--- config.mk ---
export PLATFORM = sky130hd
export DESIGN_NAME = fetch_queue
export DESIGN_NICKNAME = d
export VERILOG_FILES = /design/src/rtl/riscv_fetch_pkg.sv /design/src/rtl/fetch_fifo.sv /design/src/rtl/fetch_queue.sv
export SDC_FILE = /design/constraint.sdc
export NUM_CORES = 1
export LEC_CHECK = 0
export ABC_AREA = 1
export BUFFER_PORTS_ARGS = -buffer_cell sky130_fd_sc_hd__buf_4
export CORE_ASPECT_RATIO = 0.7
export CORE_MARGIN = 5
export CORE_UTILIZATION = 54
export DETAILED_ROUTE_END_ITERATION = 16
export PLACE_DENSITY = 0.82
export SYNTH_ARGS = -nofsm -noshare
export SYNTH_HDL_FRONTEND = slang
export SYNTH_HIERARCHICAL = 1
export SYNTH_SLANG_ARGS = --single-unit
--- constraint.sdc ---
create_clock -name CLK -period 7.5 [get_ports CLK]
set_input_delay 2.25 -clock CLK [delete_from_list [all_inputs] [get_ports CLK]]
set_output_delay 2.25 -clock CLK [all_outputs]
set_load 0.02 [all_outputs]
--- src/rtl/riscv_fetch_pkg.sv ---
// rtl/riscv_fetch_pkg.sv - shared constants and state type for the instruction fetch queue
package riscv_fetch_pkg;

  localparam int          XLEN_DEFAULT = 32;
  localparam logic [31:0] INS_NOP      = 32'h0000_0013;

  // RUN: fresh responses only; DRAIN: stale responses still owed by memory
  typedef enum logic [0:0] {
    ST_RUN   = 1'b0,
    ST_DRAIN = 1'b1
  } fetch_state_t;

  function automatic logic is_misaligned(input logic [1:0] low_bits);
    return low_bits != 2'b00;
  endfunction

endpackage

--- src/rtl/fetch_fifo.sv ---
// rtl/fetch_fifo.sv - registered circular buffer of {pc, instruction} entries with flush
module fetch_fifo #(
  parameter int WIDTH = 64,
  parameter int DEPTH = 4,
  parameter int CW    = $clog2(DEPTH + 1)
) (
  input  logic             clk,
  input  logic             reset,
  input  logic             flush,
  input  logic             push,
  input  logic [WIDTH-1:0] push_data,
  input  logic             pop,
  output logic [WIDTH-1:0] head,
  output logic             empty,
  output logic             full,
  output logic [CW-1:0]    count
);

  localparam int PW = $clog2(DEPTH);

  logic [WIDTH-1:0] mem [DEPTH];
  logic [PW-1:0]    wr_ptr;
  logic [PW-1:0]    rd_ptr;
  logic             do_push;
  logic             do_pop;

  assign empty   = (count == '0);
  assign full    = (count == CW'(DEPTH));
  assign do_pop  = pop && !empty;
  // a pop frees the slot this same edge, so a full buffer still takes a push
  assign do_push = push && (!full || do_pop);
  assign head    = empty ? '0 : mem[rd_ptr];

  always_ff @(posedge clk) begin
    if (reset || flush) begin
      wr_ptr <= '0;
      rd_ptr <= '0;
      count  <= '0;
    end else begin
      if (do_push) wr_ptr <= wr_ptr + 1'b1;
      if (do_pop)  rd_ptr <= rd_ptr + 1'b1;
      if (do_push && !do_pop)      count <= count + 1'b1;
      else if (do_pop && !do_push) count <= count - 1'b1;
    end
  end

  always_ff @(posedge clk) begin
    if (do_push && !flush) mem[wr_ptr] <= push_data;
  end

endmodule

--- src/rtl/fetch_queue.sv ---
// rtl/fetch_queue.sv - credit-based instruction fetch queue with redirect flush and stale-response drop
module fetch_queue
  import riscv_fetch_pkg::*;
#(
  parameter int              XLEN      = XLEN_DEFAULT,
  parameter int              DEPTH     = 4,
  parameter logic [XLEN-1:0] RESET_PC  = '0,
  parameter int              MAX_OUTST = DEPTH
) (
  input  logic            CLK,
  input  logic            RESET,
  output logic            imem_req_valid,
  input  logic            imem_req_ready,
  output logic [XLEN-1:0] imem_req_addr,
  input  logic            imem_rsp_valid,
  input  logic [XLEN-1:0] imem_rsp_data,
  input  logic            redirect_valid,
  input  logic [XLEN-1:0] redirect_pc,
  output logic            ins_valid,
  input  logic            ins_ready,
  output logic [XLEN-1:0] ins_data,
  output logic [XLEN-1:0] ins_addr,
  output logic            misalign
);

  localparam int CW = $clog2(DEPTH + 1);
  localparam int FW = 2 * XLEN;

  logic [XLEN-1:0] fetch_pc;
  logic [XLEN-1:0] rsp_pc;
  logic [XLEN-1:0] redirect_aligned;
  logic [CW-1:0]   outst;
  logic [CW-1:0]   outst_next;
  logic [CW-1:0]   drop;
  logic [CW-1:0]   drop_next;
  logic [CW-1:0]   occ;
  fetch_state_t    state;
  fetch_state_t    state_next;
  logic            credit_ok;
  logic            accept;
  logic            discard;
  logic            push;
  logic            pop;
  logic            empty;
  logic            full;
  logic [FW-1:0]   head;

  // stale requests still hold credit until their response comes back
  assign credit_ok = ((int'(occ) + int'(outst)) < DEPTH) && (int'(outst) < MAX_OUTST);

  assign imem_req_valid   = !RESET && credit_ok;
  assign imem_req_addr    = fetch_pc;
  assign accept           = imem_req_valid && imem_req_ready;
  assign discard          = (state == ST_DRAIN);
  assign push             = imem_rsp_valid && !discard && !redirect_valid;
  assign pop              = ins_valid && ins_ready;
  assign redirect_aligned = {redirect_pc[XLEN-1:2], 2'b00};

  assign ins_valid = !empty;
  assign ins_addr  = head[FW-1:XLEN];
  assign ins_data  = head[XLEN-1:0];

  always_comb begin
    outst_next = outst;
    if (accept && !imem_rsp_valid)      outst_next = outst + 1'b1;
    else if (!accept && imem_rsp_valid) outst_next = outst - 1'b1;

    drop_next = drop;
    if (redirect_valid)                 drop_next = outst_next;
    else if (imem_rsp_valid && discard) drop_next = drop - 1'b1;

    state_next = (drop_next != '0) ? ST_DRAIN : ST_RUN;
  end

  // responses come back in order, so the tag of the next fresh one is a running PC
  always_ff @(posedge CLK) begin
    if (RESET) begin
      fetch_pc <= RESET_PC;
      rsp_pc   <= RESET_PC;
      outst    <= '0;
      drop     <= '0;
      state    <= ST_RUN;
      misalign <= 1'b0;
    end else begin
      outst    <= outst_next;
      drop     <= drop_next;
      state    <= state_next;
      misalign <= redirect_valid && is_misaligned(redirect_pc[1:0]);
      if (redirect_valid) begin
        fetch_pc <= redirect_aligned;
        rsp_pc   <= redirect_aligned;
      end else begin
        if (accept) fetch_pc <= fetch_pc + XLEN'(4);
        if (push)   rsp_pc   <= rsp_pc + XLEN'(4);
      end
    end
  end

  fetch_fifo #(
    .WIDTH (FW),
    .DEPTH (DEPTH),
    .CW    (CW)
  ) u_fifo (
    .clk       (CLK),
    .reset     (RESET),
    .flush     (redirect_valid),
    .push      (push),
    .push_data ({rsp_pc, imem_rsp_data}),
    .pop       (pop),
    .head      (head),
    .empty     (empty),
    .full      (full),
    .count     (occ)
  );

endmodule

==> results of run 1 <==
[flip-flops by register name (all words and copies together) (netlist names), named ones only]
name / flops
u_fifo/mem: 256
imem_req_addr: 30
rsp_pc: 30
drop: 3
outst: 3
u_fifo/count: 3
u_fifo/rd_ptr: 2
u_fifo/wr_ptr: 2
discard: 1
misalign: 1
[cell type report]
type	instances	area, µm²
clock buffers	37	777
clock inverters	16	181
fillers	2121	9630
inverters	104	390
multi-input cells	1025	4960
flip-flops and latches	333	9230
well taps	364	455
repair buffers	177	1330
[placed cells by master, fill, tap and decap left out, types with 6 or more instances in the layout]
cell and n:
sky130_fd_sc_hd__nand2_2 6, sky130_fd_sc_hd__nand2_1 215, sky130_fd_sc_hd__nor3_1 14, sky130_fd_sc_hd__xor2_1 26
sky130_fd_sc_hd__o21ai_1 15, sky130_fd_sc_hd__xnor2_1 9, sky130_fd_sc_hd__clkinv_1 6, sky130_fd_sc_hd__o21ai_0 149
sky130_fd_sc_hd__nor2_2 8, sky130_fd_sc_hd__a21oi_1 103, sky130_fd_sc_hd__nand3_1 47, sky130_fd_sc_hd__buf_4 177
sky130_fd_sc_hd__ha_1 12, sky130_fd_sc_hd__dfxtp_1 75, sky130_fd_sc_hd__nor3_2 10, sky130_fd_sc_hd__nor2_1 322
sky130_fd_sc_hd__conb_1 10, sky130_fd_sc_hd__nand4_1 16, sky130_fd_sc_hd__edfxtp_1 256, sky130_fd_sc_hd__inv_2 11
sky130_fd_sc_hd__nor2_4 8, sky130_fd_sc_hd__clkbuf_1 7, sky130_fd_sc_hd__inv_1 92, sky130_fd_sc_hd__clkbuf_16 30
sky130_fd_sc_hd__a31oi_1 31
[final timing paths]
| kind | start | endpoint | cells after the start |
|---|---|---|---|
| setup / recovery | flop | ins_addr[7] | 5 |
| hold / removal | u_fifo/rd_ptr[0] | flop | 2 |
| setup reg to reg | u_fifo/count[0] | u_fifo/mem[0][20] | 12 |
| hold reg to reg | u_fifo/rd_ptr[0] | flop | 2 |
[routing by layer]
metal | wire [µm] | vias to the layer above | track usage
met2 | 16800 | 545 | 0.375
met4 | 399 | 0 | 0.0401
met1 | 15600 | 5464 | 0.324
met5 | 0 | - | 0
li1 | - | 5459 | -
met3 | 3740 | 40 | 0.0366
[tightest hold or removal path: stages (launching register included)]
cell and delay (ns):
sky130_fd_sc_hd__dfxtp_1 0.32, sky130_fd_sc_hd__nand2_1 0.09, sky130_fd_sc_hd__a21oi_1 0.06
[power by group]
group / internal (mW) / switching (mW) / total (mW) / leakage, nW
logic: 0.129 / 0.227 / 0.356 / 3.10
registers: 2.03 / 0.0583 / 2.09 / 2.97
clock network: 0.841 / 0.654 / 1.50 / 0.467
total: 3.00 / 0.940 / 3.94 / 6.54
==> tab_implementation.tex, run 1 <==
\begin{tabular}{lr}
\hline
Metric & Value \\
\hline
\multicolumn{2}{l}{\textbf{Timing}} \\
Final setup violation count & 0 \\
Total negative slack & 0 ns \\
Setup repair after global routing missed its margin & false \\
Relative slew margins & 0.349 \\
Final count of hold timing violations & 0 \\
Final slew viol count & 0 \\
Max Fclk & 181 MHz \\
Final hold slack & 0.507 ns \\
Worst-case setup margin in the final layout & 1.97 ns \\
Final worst-path cycle share & 0.737 \\
Worst clock skew & 0.0131 ns \\
Transition at the pin with the smallest max-transition slack & 0.977 ns \\
Post-layout min period & 5.53 ns \\
\multicolumn{2}{l}{\textbf{Clock network}} \\
Number of H-tree levels & 1 \\
CTS root buffer & sky130\_fd\_sc\_hd\_\_clkbuf\_16 \\
Clock network latency to the later pin of the worst-skew pair & 0.56 ns \\
Postcts setup bufs & 0 \\
Number of buffers created by CTS & 30 \\
Cts-stage hold buffer count & 0 \\
Clock tree from TritonCTS & done \\
Clock input transition at the sequential cells of the worst setup and hold paths & 0.06 ns \\
Clock net sink count & 333 \\
Resized Gates After CTS & 0 \\
Maximum root-to-sink buffer count & 3 \\
\multicolumn{2}{l}{\textbf{Place}} \\
IO Port Bufs & 166 \\
Post-detailed-placement cell area & 16400 µm² \\
Final weighted congestion of routability-driven global placement & 0.935 \\
Detailed placement HPWL & 23.2 mm \\
Post-Place Setup Slack & 2.04 ns \\
Total instance count after detailed placement & 2003 \\
\multicolumn{2}{l}{\textbf{Critical path}} \\
Arrival time worst endpoint & 3.28 ns \\
Path type of the worst setup path & reg -> out \\
Count of buffer and inverter cells on the critical path & 3 \\
Required time at the worst-slack endpoint & 5.25 ns \\
Endpoint class of the critical path & primary output \\
Worst-case register-to-register setup slack & 3.94 ns \\
Maximum fanout along the worst path & 65 \\
Startpoint Class & flop \\
Largest incremental delay on the critical path & 0.80 ns \\
CP max stage cell & sky130\_fd\_sc\_hd\_\_inv\_2 \\
Most numerous cell on the critical path & sky130\_fd\_sc\_hd\_\_buf\_4 \\
CP Cell Sequence & inv\_2 -> buf\_4 -> o21ai\_0 -> a21oi\_1 -> buf\_4 \\
Cell type group with the largest total delay on the critical path & buffers and inverters \\
\multicolumn{2}{l}{\textbf{Cells and area}} \\
Final layout net count & 1754 \\
Area added between synthesis and finish & 16.1\% \\
Final cell count without fillers & 2056 \\
Ratio of cells with drive above 1 in the final layout & 0.162 \\
Antenna diode count & 0 \\
Final instance area & 17300 µm² \\
Final core utilization & 0.643 \\
\multicolumn{2}{l}{\textbf{Power and ir drop}} \\
Overall Power & 3.94 mW \\
PwrDens & 227 nW/µm² \\
Static leakage & 6.54 nW \\
Worst VDD drop & 0.000178 V \\
\multicolumn{2}{l}{\textbf{Floorplanning}} \\
Area inside the core boundary & 27000 µm² \\
Number of rows in the core area & 50 \\
I/O pin total & 169 \\
Initial Util & 0.554 \\
Die span in y & 149 µm \\
Die Area & 31100 µm² \\
Width of the chip & 209 µm \\
\multicolumn{2}{l}{\textbf{Worst hold path}} \\
Class of the tightest hold or removal check & reg -> reg \\
\multicolumn{2}{l}{\textbf{Route}} \\
Antenna viol nets, final & 0 \\
Number of design rule violations left after detail routing & 0 \\
Wirelength per Cell & 17.8 µm \\
Detail-routed via count per cell & 5.60 \\
Via Count & 11.5k \\
Number of search-and-repair iterations in the first detailed-routing pass & 5 \\
Total wire length & 36.6 mm \\
Iter 0 DRT Violations & 1135 \\
\multicolumn{2}{l}{\textbf{Outcome}} \\
Run status & completed \\
\multicolumn{2}{l}{\textbf{GRT}} \\
Maximum number of pins on one net before global-route repair & 67 \\
Tot GR Track Use & 0.226 \\
Remaining global-route overflow & 0 \\
Antenna violations before repair & 0 \\
Via count of the first global-routing pass & 11.0k \\
Wire length of the first global-routing pass & 57.5 mm \\
\multicolumn{2}{l}{\textbf{Job}} \\
Reported max-cap violation count & 0 \\
\multicolumn{2}{l}{\textbf{Synth}} \\
Mean instance size in the synthesized netlist & 9.80 µm² \\
Count of yosys warnings during synthesis & 6 \\
Gate count of the mapped netlist & 1524 \\
Area of the mapped netlist & 14900 µm² \\
\hline
\end{tabular}
Power figures use the tool's default switching activity.
==> run 2: changes to the inputs <==
- ABC_AREA: 1 -> 0
- CORE_UTILIZATION: 54 -> 53
- PLACE_DENSITY: 0.82 -> 0.84
- clock period: 7.5 -> 4.5 ns (I/O delays scaled with it)
==> tab_implementation.tex, run 2 <==
\begin{tabular}{lr}
\hline
Metric & Value \\
\hline
\multicolumn{2}{l}{\textbf{Timing}} \\
Max Fclk & 266 MHz \\
Setup repair after global routing missed its margin & false \\
Final setup violation count & 0 (unchanged) \\
Worst clock skew & 0.0134 ns (+0.000287 ns) \\
Post-layout min period & 3.76 ns \\
Final count of hold timing violations & 0 (unchanged) \\
Final hold slack & 0.517 ns (+0.00961 ns) \\
Transition at the pin with the smallest max-transition slack & 0.952 ns (-0.0256 ns) \\
Final slew viol count & 0 (unchanged) \\
Relative slew margins & 0.365 (+0.0164) \\
Final worst-path cycle share & 0.835 \\
\multicolumn{2}{l}{\textbf{Cells and area}} \\
Final core utilization & 0.648 (+0.00548) \\
Antenna diode count & 0 (unchanged) \\
Leading cell type in the layout, fill and taps excluded & sky130\_fd\_sc\_hd\_\_edfxtp\_1 \\
Final layout net count & 1152 (-34\%) \\
Final cell count without fillers & 1448 (-30\%) \\
Largest register FFs & 256 (unchanged) \\
Ratio of cells with drive above 1 in the final layout & 0.283 (+0.121) \\
\# fillers & 1743 (-18\%) \\
Register with the most flip-flops & u\_fifo/mem \\
Area added between synthesis and finish & 20.2\% \\
Leading cell types in the layout, fill and taps excluded & sky130\_fd\_sc\_hd\_\_edfxtp\_1, sky130\_fd\_sc\_hd\_\_buf\_4, sky130\_fd\_sc\_hd\_\_dfxtp\_1, sky130\_fd\_sc\_hd\_\_nor2b\_1, sky130\_fd\_sc\_hd\_\_mux4\_2 \\
\multicolumn{2}{l}{\textbf{GRT}} \\
Wire length of the first global-routing pass & 47.5 mm (-17\%) \\
Remaining global-route overflow & 0 (unchanged) \\
Antenna violations before repair & 0 (unchanged) \\
Maximum number of pins on one net before global-route repair & 89 (+33\%) \\
Via count of the first global-routing pass & 8293 (-25\%) \\
Tot GR Track Use & 0.201 (-0.0248) \\
\multicolumn{2}{l}{\textbf{Clock network}} \\
Clock network latency to the later pin of the worst-skew pair & 0.55 ns (about the same) \\
Maximum root-to-sink buffer count & 3 (unchanged) \\
Clock input transition at the sequential cells of the worst setup and hold paths & 0.07 ns (about the same) \\
Resized Gates After CTS & 0 (unchanged) \\
Postcts setup bufs & 0 (unchanged) \\
Number of buffers created by CTS & 30 (unchanged) \\
CTS root buffer & sky130\_fd\_sc\_hd\_\_clkbuf\_16 \\
Cts-stage hold buffer count & 0 (unchanged) \\
Clock net sink count & 333 (unchanged) \\
Number of H-tree levels & 1 (unchanged) \\
Clock tree from TritonCTS & done \\
\multicolumn{2}{l}{\textbf{Synth}} \\
Count of yosys warnings during synthesis & 6 (unchanged) \\
Area of the mapped netlist & 13900 µm² (-6.8\%) \\
Gate count of the mapped netlist & 885 (-42\%) \\
Mean instance size in the synthesized netlist & 15.7 µm² (+61\%) \\
\multicolumn{2}{l}{\textbf{Place}} \\
IO Port Bufs & 166 (unchanged) \\
Detailed placement HPWL & 20.0 mm (-14\%) \\
Total instance count after detailed placement & 1394 (-30\%) \\
Final weighted congestion of routability-driven global placement & 0.857 (-8.3\%) \\
\multicolumn{2}{l}{\textbf{Route}} \\
Detail-routed via count per cell & 5.69 (+1.7\%) \\
Number of search-and-repair iterations in the first detailed-routing pass & 5 (unchanged) \\
Via Count & 8239 (-28\%) \\
Iter 0 DRT Violations & 640 (-44\%) \\
Total wire length & 30.3 mm (-17\%) \\
Antenna viol nets, final & 0 (unchanged) \\
Wirelength per Cell & 20.9 µm (+17\%) \\
Number of design rule violations left after detail routing & 0 (unchanged) \\
\multicolumn{2}{l}{\textbf{Outcome}} \\
Run status & completed \\
\multicolumn{2}{l}{\textbf{Worst hold path}} \\
Class of the tightest hold or removal check & reg -> reg \\
\multicolumn{2}{l}{\textbf{Floorplanning}} \\
I/O pin total & 169 (unchanged) \\
Die Area & 29700 µm² (-4.7\%) \\
Number of rows in the core area & 49 (-2.0\%) \\
Die span in y & 146 µm (-2.4\%) \\
Width of the chip & 204 µm (-2.4\%) \\
Area inside the core boundary & 25800 µm² (-4.3\%) \\
Initial Util & 0.539 (-0.0143) \\
\multicolumn{2}{l}{\textbf{Critical path}} \\
Arrival time worst endpoint & 2.41 ns (-0.87 ns) \\
Required time at the worst-slack endpoint & 3.15 ns (-2.10 ns) \\
Crit path to & ins\_data[2] \\
Endpoint class of the critical path & primary output \\
Launch point of the worst reg-to-reg path & u\_fifo/count[0] \\
Path type of the worst setup path & reg -> out \\
Worst-case register-to-register setup slack & 1.64 ns (-2.30 ns) \\
Maximum fanout along the worst path & 18 (-72\%) \\
Worst Reg-to-Reg Cells & 11 (-1) \\
Startpoint Class & flop \\
End of the worst register-to-register path & u\_fifo/count[2] \\
\multicolumn{2}{l}{\textbf{Power and ir drop}} \\
Static leakage & 5.68 nW (-13\%) \\
Worst VDD drop & 0.000295 V (+66\%) \\
PwrDens & 398 nW/µm² (+75\%) \\
\multicolumn{2}{l}{\textbf{Job}} \\
Reported max-cap violation count & 0 (unchanged) \\
\hline
\end{tabular}
-- run 2: how the worst min path moves through the flow --
stage	startpoint	to	slack, ns	depth (start not counted)
CTS	u_fifo/rd_ptr[1]	flop	0.51	2
global placement	u_fifo/rd_ptr[1]	flop	0.47	2
finish	u_fifo/rd_ptr[1]	flop	0.52	2
detailed placement	u_fifo/rd_ptr[1]	flop	0.50	2
global route	u_fifo/rd_ptr[1]	flop	0.54	2
floorplan	u_fifo/rd_ptr[1]	flop	0.46	2
-- run 2: area by class of cell --
cell class,count,area [µm²],share of cell area
multi-input cells,496,4460,0.266
inverters,20,75.1,0.00449
clock buffers,41,823,0.0492
repair buffers,188,1550,0.0926
clock inverters,13,148,0.00882
flip-flops and latches,333,9230,0.552
well taps,357,447,0.0267
-- run 2: where the power goes --
group	total [mW]	internal [mW]	switching, mW
Combinational	0.643	0.280	0.363
Clock	2.52	1.45	1.07
Sequential	3.50	3.40	0.101
Total	6.66	5.13	1.53
-- run 2: routing by layer --
layer	global-route usage	vias up	wire length, µm
met4	0.0435	0	517
met3	0.0307	38	2200
li1	-	3755	-
met1	0.307	4117	13600
met2	0.312	329	13900
met5	0	-	0
-- run 2: worst max-delay path, cell delays in order, from the launching register on --
cell and delay, ns:
sky130_fd_sc_hd__dfxtp_4 0.60, sky130_fd_sc_hd__buf_4 0.36, sky130_fd_sc_hd__mux4_2 0.55, sky130_fd_sc_hd__nor2b_1 0.16
sky130_fd_sc_hd__buf_4 0.18
-- run 2: metrics by stage --
step | power, mW | instance area [µm²] | TNS [ns] | setup slack (ns)
floorplan | 3.92 | 14000 | -200.41 | -0.800
finish | 6.66 | 16700 | 0 | 0.744
detailed placement | 4.21 | 15800 | 0 | 0.763
global route | 6.90 | 16700 | 0 | 0.562
global placement | 4.19 | 15800 | 0 | 0.852
CTS | 6.70 | 16700 | 0 | 0.650
